### config.mk
export PLATFORM = sky130hd
export DESIGN_NAME = rs_driver
export DESIGN_NICKNAME = d
export VERILOG_FILES = /design/src/rtl/rs_driver.sv
export SDC_FILE = /design/constraint.sdc
export NUM_CORES = 1
export LEC_CHECK = 0
export CORE_MARGIN = 8
export CORE_UTILIZATION = 50
export DETAILED_ROUTE_END_ITERATION = 10
export PLACE_DENSITY = 0.83
export SYNTH_ARGS = -nofsm -noshare
export SYNTH_HDL_FRONTEND = slang
export SYNTH_SLANG_ARGS = --single-unit
export TNS_END_PERCENT = 100
### constraint.sdc
create_clock -name c_i -period 2.8 [get_ports c_i]
set_input_delay 0.56 -clock c_i [delete_from_list [all_inputs] [get_ports c_i]]
set_output_delay 0.56 -clock c_i [all_outputs]
set_load 0.05 [all_outputs]
### src/rtl/rs_driver.sv
// Command sequencer for a downstream RS trigger: turns a level request into a timed
// set or reset strobe followed by an idle gap, and keeps a model of the trigger state.
module rs_driver #(
   parameter int unsigned PULSE_W = 2,
   parameter int unsigned GAP_W   = 1
) (
   input  logic c_i,
   input  logic rst_i,
   input  logic req_i,
   input  logic d_i,
   output logic s_o,
   output logic r_o,
   output logic q_track_o,
   output logic busy_o,
   output logic done_o,
   output logic drop_o
);

   typedef enum logic [1:0] {
      StIdle,
      StPulse,
      StGap
   } state_e;

   localparam logic [3:0] PulseLd = 4'(PULSE_W);
   localparam logic [3:0] GapLd   = 4'(GAP_W);
   localparam bit         HasGap  = (GAP_W != 0);

   state_e     state_q, state_d;
   logic [3:0] cnt_q, cnt_d;
   logic       lat_q, lat_d;
   logic       s_q, s_d;
   logic       r_q, r_d;
   logic       q_q, q_d;
   logic       done_q, done_d;
   logic       drop_q, drop_d;

   always_ff @(posedge c_i) begin
      if (rst_i) begin
         state_q <= StIdle;
         cnt_q   <= 4'd0;
         lat_q   <= 1'b0;
         s_q     <= 1'b0;
         r_q     <= 1'b0;
         q_q     <= 1'b0;
         done_q  <= 1'b0;
         drop_q  <= 1'b0;
      end else begin
         state_q <= state_d;
         cnt_q   <= cnt_d;
         lat_q   <= lat_d;
         s_q     <= s_d;
         r_q     <= r_d;
         q_q     <= q_d;
         done_q  <= done_d;
         drop_q  <= drop_d;
      end
   end

   // Strobes are computed one cycle ahead so that s/r are registered outputs.
   always_comb begin
      state_d = state_q;
      cnt_d   = cnt_q;
      lat_d   = lat_q;
      s_d     = 1'b0;
      r_d     = 1'b0;
      q_d     = q_q;
      done_d  = 1'b0;
      drop_d  = drop_q;

      unique case (state_q)
         StIdle: begin
            if (req_i) begin
               if (d_i != q_q) begin
                  state_d = StPulse;
                  cnt_d   = PulseLd;
                  lat_d   = d_i;
                  s_d     = d_i;
                  r_d     = ~d_i;
               end else begin
                  done_d = 1'b1;
               end
            end
         end

         StPulse: begin
            if (req_i) begin
               drop_d = 1'b1;
            end
            if (cnt_q <= 4'd1) begin
               q_d = lat_q;
               if (HasGap) begin
                  state_d = StGap;
                  cnt_d   = GapLd;
               end else begin
                  state_d = StIdle;
                  cnt_d   = 4'd0;
                  done_d  = 1'b1;
               end
            end else begin
               cnt_d = cnt_q - 4'd1;
               s_d   = lat_q;
               r_d   = ~lat_q;
            end
         end

         StGap: begin
            if (req_i) begin
               drop_d = 1'b1;
            end
            if (cnt_q <= 4'd1) begin
               state_d = StIdle;
               cnt_d   = 4'd0;
               done_d  = 1'b1;
            end else begin
               cnt_d = cnt_q - 4'd1;
            end
         end

         default: begin
            state_d = StIdle;
            cnt_d   = 4'd0;
         end
      endcase
   end

   assign s_o       = s_q;
   assign r_o       = r_q;
   assign q_track_o = q_q;
   assign busy_o    = (state_q != StIdle);
   assign done_o    = done_q;
   assign drop_o    = drop_q;

endmodule

==> results.md, run 1 <==
* Final #Nets at 109
* Fmax at 0.3928 GHz
* Vias/cell at 5.655
* Reg2reg path depth at 6
* DP HPWL at 1156 um
* PD cells at 656.8 nW/um2
* First-pass GRT wire length at 2428 um
* Hold/Removal Path Class: reg2reg
* Synthesis-to-finish area growth at 19.71%
* Critical R2R Launch: cnt_q[0]
* Wire per inst at 13.35 um
* Status: finished, final reports clean
* Largest net degree at the start of global routing at 15
* Worst-margin pin slew at 0.5097 ns
* Post-route DRC violation count at 0
* DR pass1 iterations at 4
* Die Footprint at 2848 um2
* Register Area at 240.2 um2
* Post-CTS Resized at 0
* Drt total wl at 1469 um
* Reg2reg end: cnt_q[3]
* Gr usage total at 11.59%
* Sequential area share after synthesis at 34.41%
* Clk buf depth at 2
* Port bufs at 9
* # fillers at 123
* Yosys warns at 0
* Skew final at 0.002975 ns
* Ant diodes at 0
* H-tree Lvls at 1
* Worst Hold Endpoint: drop_o
* Commonest non-fill, non-tap cell in the layout: dfxtp_1
* DR vias at 622
* CTS tree: yes
* Final GP Congestion at 0.8722
* Critical hold path startpoint: drop_o
* Lkg Pwr at 0.3282 nW
* Row count at 13
* GR Overflow Total at 0
* Mean post-synth cell area at 8.412 um2
* IO Pins at 10
* Design area at 835.8 um2
* Final WS setup at 0.2542 ns
* Final Hold Viols at 0
* Initial DRC Count at 12
* Number of max-cap violations at 0
* Crit Path Category: reg2out
* Layout cells sized above 1 at 9.474%
* Dpl ws at 0.3216 ns
* Final Cycle Share at 90.92%
* Highest-count cells in the layout ignoring fill and taps: dfxtp_1 (12), clkdlybuf4s50_1 (9), a21oi_1 (8), nand2_1 (8), ha_1 (8)
* Starting Density at 53.65%
* Initial antenna violation count at 0
* DP Area at 813.3 um2
* CTS Buf Count at 3
* Highest net fanout along the worst path at 7
* Clk_lat worst skew at 0.27 ns
* Clock sink total at 12
* Worst setup EP type: output port
* Clk root buf: clkbuf_4
* Worst Path Arrival at 1.99 ns
* Antenna viol nets, final at 0
* Slew headroom at 65.91%
* Worst-path clk slew at 0.06 ns
* Area of the multi-input gates at 422.9 um2
* Worst path required time at 2.24 ns
* Total negative setup slack at 0 ns
* Die W at 53.37 um
* Max Transition Viols Final at 0
* Synthesized flop and latch total at 12
* CP Launch Type: flop
* Setup bufs post-CTS at 0
* Distinct cell type count after synthesis at 28
* R2r setup slk at 0.79 ns
* Unrepaired setup endpoints after global routing: false
* DIE HEIGHT at 53.37 um
* Worst IR Drop VDD at 0.4154 mV
* Hold path depth at 2
* Final Non-Filler Cells at 110
* Hold-fix buffers at CTS at 0
* Mapped Area at 698.2 um2
* Final setup fails at 0
* Vias in the first global route at 601
* Cells after Synth at 83
* Inst Count DP at 107
* Total core area at 1301 um2
* Post-Syn Nets at 95
* Crit path time final at 2.546 ns
## state kept, by name, indices dropped and copies added (netlist names)
name and flops:
drop_o 1, r_o 1, q_track_o 1, cnt_q 4, lat_q 1, done_o 1
state_q 2, s_o 1
## Yosys cell counts
library cell	n	area, um2
nor3_1	3	15.01
nand3_1	6	30.03
and2_2	1	7.510
or3_1	1	6.260
mux2i_1	1	10.01
dfxtp_1	12	240.2
nor2b_1	1	6.260
inv_1	7	26.28
or2_4	1	8.760
a31oi_1	2	12.51
buf_2	1	5.000
and4_1	1	8.760
nor2_1	7	26.28
ha_1	8	100.1
nand2_1	8	30.03
nand2b_1	1	6.260
nand4b_1	1	8.760
a21oi_1	8	40.04
a211oi_1	2	15.01
clkbuf_1	1	3.750
a211o_1	1	8.760
a211oi_4	1	20.02
o22ai_1	1	6.260
a21o_2	1	8.760
o211ai_1	1	7.510
nand3b_1	3	22.52
a21o_1	1	7.510
or4b_1	1	10.01
## metrics by stage
step	power [W]	util, %	hold WS (ns)
5_1_grt	0.0005822	64.23	0.5094
6_report	0.0005490	64.23	0.4824
4_1_cts	0.0005544	64.23	0.4884
2_1_floorplan	0.0003843	-	0.4637
3_3_place_gp	0.0004429	62.50	0.4546
3_5_place_dp	0.0004494	62.50	0.4701
## worst max-delay path by stage
| stage | startpoint | to | slack, ns | cells past startpoint |
|---|---|---|---|---|
| after floorplan | q_track_o | cnt_q[3] | 0.75 | 5 |
| after global placement | d_i | cnt_q[3] | 0.37 | 7 |
| after detailed placement | d_i | cnt_q[3] | 0.32 | 7 |
| after CTS | state_q[0] | busy_o | 0.25 | 4 |
| after global routing | state_q[0] | busy_o | 0.20 | 4 |
| final | state_q[0] | busy_o | 0.25 | 4 |
## report_power, final
group | leakage, nW | switching, W | internal (W)
clock | 0.0138 | 0.0000521 | 0.0000499
combinational | 0.217 | 0.000152 | 0.0000881
sequential | 0.0978 | 0.0000159 | 0.000191
total | 0.328 | 0.000220 | 0.000329
## layout make-up
cell class / count / area share (%)
tap: 15 / 2.246
inverter: 7 / 3.144
sequential: 12 / 28.74
multi-input combinational: 62 / 50.60
timing repair buffer: 11 / 12.57
clock buffer: 3 / 2.695
## critical path: stages, from the launching register on
cell	delay, ns
dfxtp_1	0.39
inv_1	0.08
ha_1	0.29
inv_1	0.13
clkdlybuf4s50_1	0.81
## metal layers
layer | global-route usage, % | vias to the layer above | share of wire (%)
met5 | 0 | - | 0
met4 | 5.042 | 0 | 1.7
met3 | 6.443 | 5 | 8.3
met2 | 19.53 | 21 | 48
met1 | 11.41 | 280 | 41
li1 | - | 316 | -
## cells by family after synthesis
group	after synthesis	synth area share, %
simple gates	35	26.71
compound gates	18	18.10
flops	12	34.41
buf+inv	9	5.017
fa+ha+maj	8	14.34
mux	1	1.434
Power figures use the tool's default switching activity.
==> inputs of run 2 (changes only) <==
Settings changed: PLACE_DENSITY 0.83 to 0.72.
==> run 2 against run 1 <==
Net effect: combinational power about the same; setup slack about the same; largest cell class unchanged; sequential share of layout area is 0.21 points lower; hold slack worse by 0.0028 ns.
==> results.md, run 2 (synthesis gave the netlist of run 1 again) <==
* Clk buf depth at 2
* Reg2reg path depth at 6
* Critical R2R Launch: cnt_q[0]
* Power Internal at 0.0003572 W
* Highest-count cells in the layout ignoring fill and taps: dfxtp_1 (12), clkdlybuf4s50_1 (9), a21oi_1 (8), nand2_1 (8), ha_1 (8)
* Buf/Inv on CP at 3
* Die W at 53.37 um
* Highest net fanout along the worst path at 7
* Vias/cell at 5.645
* H-tree Lvls at 1
* Antenna viol nets, final at 0
* DIE HEIGHT at 53.37 um
* Crit path time final at 2.546 ns
* Worst-path clk slew at 0.09 ns
* DR vias at 621
* Critical hold path startpoint: drop_o
* Max Transition Viols Final at 0
* Largest net degree at the start of global routing at 15
* IO Pins at 10
* CTS tree: yes
* Crit-path max cell delay at 0.81 ns
* DP HPWL at 1070 um
* Inst Count DP at 106
* # fillers at 122
* Ordered list of cells on the worst path: inv_1 > ha_1 > inv_1 > clkdlybuf4s50_1
* Wire per inst at 13.35 um
* Final Cycle Share at 90.92%
* Crit path depth at 4
* Final WS setup at 0.2544 ns
* Gr usage total at 11.07%
* Worst IR Drop VDD at 0.3855 mV
* Ant diodes at 0
* Worst path required time at 2.24 ns
* Combinational fraction of design power at 40.6%
* First-pass GRT wire length at 2318 um
* Synthesis-to-finish area growth at 20.61%
* Worst Path Arrival at 1.99 ns
* Post-route DRC violation count at 0
* Sw Share at 39.56%
* Max FFs per register at 4
* Dpl ws at 0.3542 ns
* Crit path top cell by count: inv_1
* Setup bufs post-CTS at 0
* Clock sink total at 12
* Clk network pwr share at 24.6%
* CP delay by family, top: buffers and inverters
* Slew headroom at 65.78%
* Row count at 13
* DP Area at 805.8 um2
* Drt total wl at 1468 um
* Final setup fails at 0
* Die Footprint at 2848 um2
* Worst-margin pin slew at 0.5117 ns
* NetSw at 0.0002338 W
* Seq pwr share at 34.9%
* Unrepaired setup endpoints after global routing: false
* Fmax at 0.3928 GHz
* Final Hold Viols at 0
* Crit Path Category: reg2out
* Total negative setup slack at 0 ns
* Final Non-Filler Cells at 110
* Number of max-cap violations at 0
* Port bufs at 9
* GR Overflow Total at 0
* Hold/Removal Path Class: reg2reg
* Register Area at 240.2 um2
* CP Launch Type: flop
* PD cells at 701.7 nW/um2
* Layout cells sized above 1 at 9.474%
* Critical path origin: state_q[0]
* Slowest stage cell, crit path: clkdlybuf4s50_1
* Starting Density at 53.65%
* Final GP Congestion at 0.8769
* Initial antenna violation count at 0
* Hold path depth at 2
* Commonest non-fill, non-tap cell in the layout: dfxtp_1
* Initial DRC Count at 17
* Design area at 842.1 um2
* Clk_lat worst skew at 0.28 ns
* Lkg Pwr at 0.3306 nW
* CTS Buf Count at 3
* Total core area at 1301 um2
* Register with the most flip-flops: cnt_q
* Clk root buf: clkbuf_4
* Status: finished, final reports clean
* Final #Nets at 108
* Skew final at 0.005106 ns
* Worst setup EP type: output port
* Largest regs: cnt_q x4, state_q x2
* Vias in the first global route at 548
* Hold-fix buffers at CTS at 0
* DR pass1 iterations at 4
* Post-CTS Resized at 0
* Area of the multi-input gates at 422.9 um2
run 2: changes by cell type in the layout (fill, tap and decap cells not counted):
cell / previous run / this run
buf_4: 2 / 1
clkbuf_8: 0 / 1
run 2: area by class of cell:
class	count	area share, %
Timing Repair Buffer	10	11.59
Tap cell	15	2.229
Sequential cell	12	28.53
Multi-Input combinational cell	62	50.22
Inverter	7	3.120
Clock buffer	4	4.309
run 2: worst register-to-register path, delay by kind of cell (launching register included):
kind	cells	cell delay (ns)
and+or+nand+nor	2	0.74
adders and majority gates	1	0.22
buffers and inverters	1	0.10
AOI/OAI and AO/OA	2	0.47
DFF	1	0.40
run 2: path summary, 6_finish.rpt:
check             endpoint  slack (ns)
hold reg to reg     drop_o        0.48
setup / recovery    busy_o        0.25
setup reg to reg  cnt_q[3]        0.79
hold / removal      drop_o        0.48
run 2: power groups by stage:
stage | combinational [W] | sequential, W | clock (W)
finish | 0.000240 | 0.000206 | 0.000145
global route | 0.000259 | 0.000209 | 0.000157
CTS | 0.000238 | 0.000206 | 0.000148
detailed placement | 0.000235 | 0.000210 | 0
global placement | 0.000235 | 0.000209 | 0
floorplan | 0.000152 | 0.000232 | 0
run 2: per-layer routing:
metal  vias up  track usage, %  part of all wire [%]
met1       283           13.88                    51
met4         0           5.042                     0
li1        314               -                     -
met3         0           5.042                   6.3
met5         -               0                     0
met2        24           15.63                    42
run 2: metrics by stage:
step	util (%)	hold WS [ns]	total power (W)
after detailed placement	61.92	0.4641	0.0004451
after global placement	61.92	0.4558	0.0004447
after CTS	64.71	0.4887	0.0005924
after floorplan	-	0.4637	0.0003843
final	64.71	0.4795	0.0005909
after global routing	64.71	0.5338	0.0006245
==> inputs of run 3 (changes only) <==
Settings changed: CTS_BUF_LIST set to sky130_fd_sc_hd__clkbuf_4, RECOVER_POWER set to 100.
==> run 3 against run 2 <==
Net effect: die area is the same; hold slack lost 0.0057 ns; combinational power shrank 6%; critical path depth is the same; clock-buffer cell count shrank 1; sequential power is essentially flat; sequential cell count is the same; clock skew is essentially flat; sequential share of layout area grew 0.61 points; total power shrank 7.3%.
==> results.md, run 3 (synthesis gave the netlist of run 1 again) <==
* Max Transition Viols Final at 0
* Initial antenna violation count at 0
* CTS Buf Count at 3
* PD cells at 664.3 nW/um2
* Status: finished, final reports clean
* Highest-count cells in the layout ignoring fill and taps: dfxtp_1 (12), a21oi_1 (8), nand2_1 (8), ha_1 (8), dlygate4sd3_1 (8)
* Clk buf depth at 2
* Largest net degree at the start of global routing at 15
* CTS tree: yes
* Post-route DRC violation count at 0
* Number of max-cap violations at 0
* Wire per inst at 13.52 um
* Skew final at 0.005508 ns
* CP Launch Type: flop
* Final #Nets at 108
* Clock sink total at 12
* Area of the multi-input gates at 419.2 um2
* IO Pins at 10
* Worst setup EP type: output port
* Vias/cell at 5.582
* Crit path time final at 2.608 ns
* DR vias at 614
* Clk_lat worst skew at 0.28 ns
* Vias in the first global route at 548
* Worst path required time at 2.24 ns
* Die Footprint at 2848 um2
* Worst IR Drop VDD at 0.3491 mV
* Register Area at 240.2 um2
* Total negative setup slack at 0 ns
* Crit Path Category: reg2out
* DIE HEIGHT at 53.37 um
* Die W at 53.37 um
* Clk root buf: clkbuf_4
* Largest regs: cnt_q x4, state_q x2
* Worst-path clk slew at 0.08 ns
* Hold/Removal Path Class: reg2reg
* Unrepaired setup endpoints after global routing: false
* H-tree Lvls at 1
* Final Hold Viols at 0
* Row count at 13
* Gr usage total at 11.24%
* Post-CTS Resized at 0
* DP HPWL at 1070 um
* Final Cycle Share at 93.14%
* Dpl ws at 0.3542 ns
* Initial DRC Count at 17
* First-pass GRT wire length at 2325 um
* Ant diodes at 0
* Final GP Congestion at 0.8769
* Register with the most flip-flops: cnt_q
* Fmax at 0.3834 GHz
* Worst Path Arrival at 2.05 ns
* Highest net fanout along the worst path at 7
* DR pass1 iterations at 4
* Synthesis-to-finish area growth at 18.10%
* # fillers at 125
* Final setup fails at 0
* Layout cells sized above 1 at 5.263%
* Setup bufs post-CTS at 0
* Slew headroom at 64.71%
* Commonest non-fill, non-tap cell in the layout: dfxtp_1
* Lkg Pwr at 0.3367 nW
* Final WS setup at 0.1921 ns
* Hold-fix buffers at CTS at 0
* GR Overflow Total at 0
* Worst-margin pin slew at 0.5276 ns
* Max FFs per register at 4
* Total core area at 1301 um2
* Starting Density at 53.65%
* Drt total wl at 1487 um
* Port bufs at 9
* Antenna viol nets, final at 0
## run 3: changes by cell type in the layout (fill, tap and decap cells not counted), sizes merged
cell,previous run,this run
dlygate4sd3,0,8
clkdlybuf4s50,9,1
clkinv,0,1
buf,1,0
## run 3: layer usage
layer  global-route usage (%)  wire length [um]  up-vias
met3                    5.042               132        0
li1                         -                 -      315
met2                    15.63               644       23
met1                    13.88               710      276
met5                        0                 0        -
met4                    6.303                 0        0
## run 3: final cells by class
class	instances	area share, %
inverters	7	3.187
well taps	15	2.276
clock inverters	1	0.4552
clock buffers	3	2.731
flip-flops and latches	12	29.13
repair buffers	10	11.38
multi-input cells	62	50.83
## run 3: worst max-delay path, stage by stage, from the launching register on
cell           delay [ns]
dfxtp_1              0.39
inv_1                0.08
ha_1                 0.29
inv_1                0.12
dlygate4sd3_1        0.88
## run 3: final timing paths
path,start,endpoint,slack (ns),cells past startpoint
worst max-delay path,state_q[0],busy_o,0.19,4
worst min-delay path,drop_o,drop_o,0.47,2
worst max register to register,cnt_q[0],cnt_q[3],0.73,6
worst min register to register,drop_o,drop_o,0.47,2
## run 3: per-stage QoR
stage          hold WS [ns]  cell area, um2  util [%]  std cells  total power, W
2_1_floorplan        0.4637           698.2         -         83       0.0003843
3_3_place_gp         0.4558           805.8     61.92        106       0.0004447
3_5_place_dp         0.4641           805.8     61.92        106       0.0004451
4_1_cts              0.4887           832.0     63.94        110       0.0005662
5_1_grt              0.5281           824.5     63.37        110       0.0005863
6_report             0.4739           824.5     63.37        110       0.0005478
## run 3: power breakdown
part           total (W)  internal (W)  leakage [nW]  switching [W]
clock network   0.000116     0.0000518        0.0154      0.0000638
logic           0.000226     0.0000760         0.224       0.000150
registers       0.000206      0.000191        0.0978      0.0000152
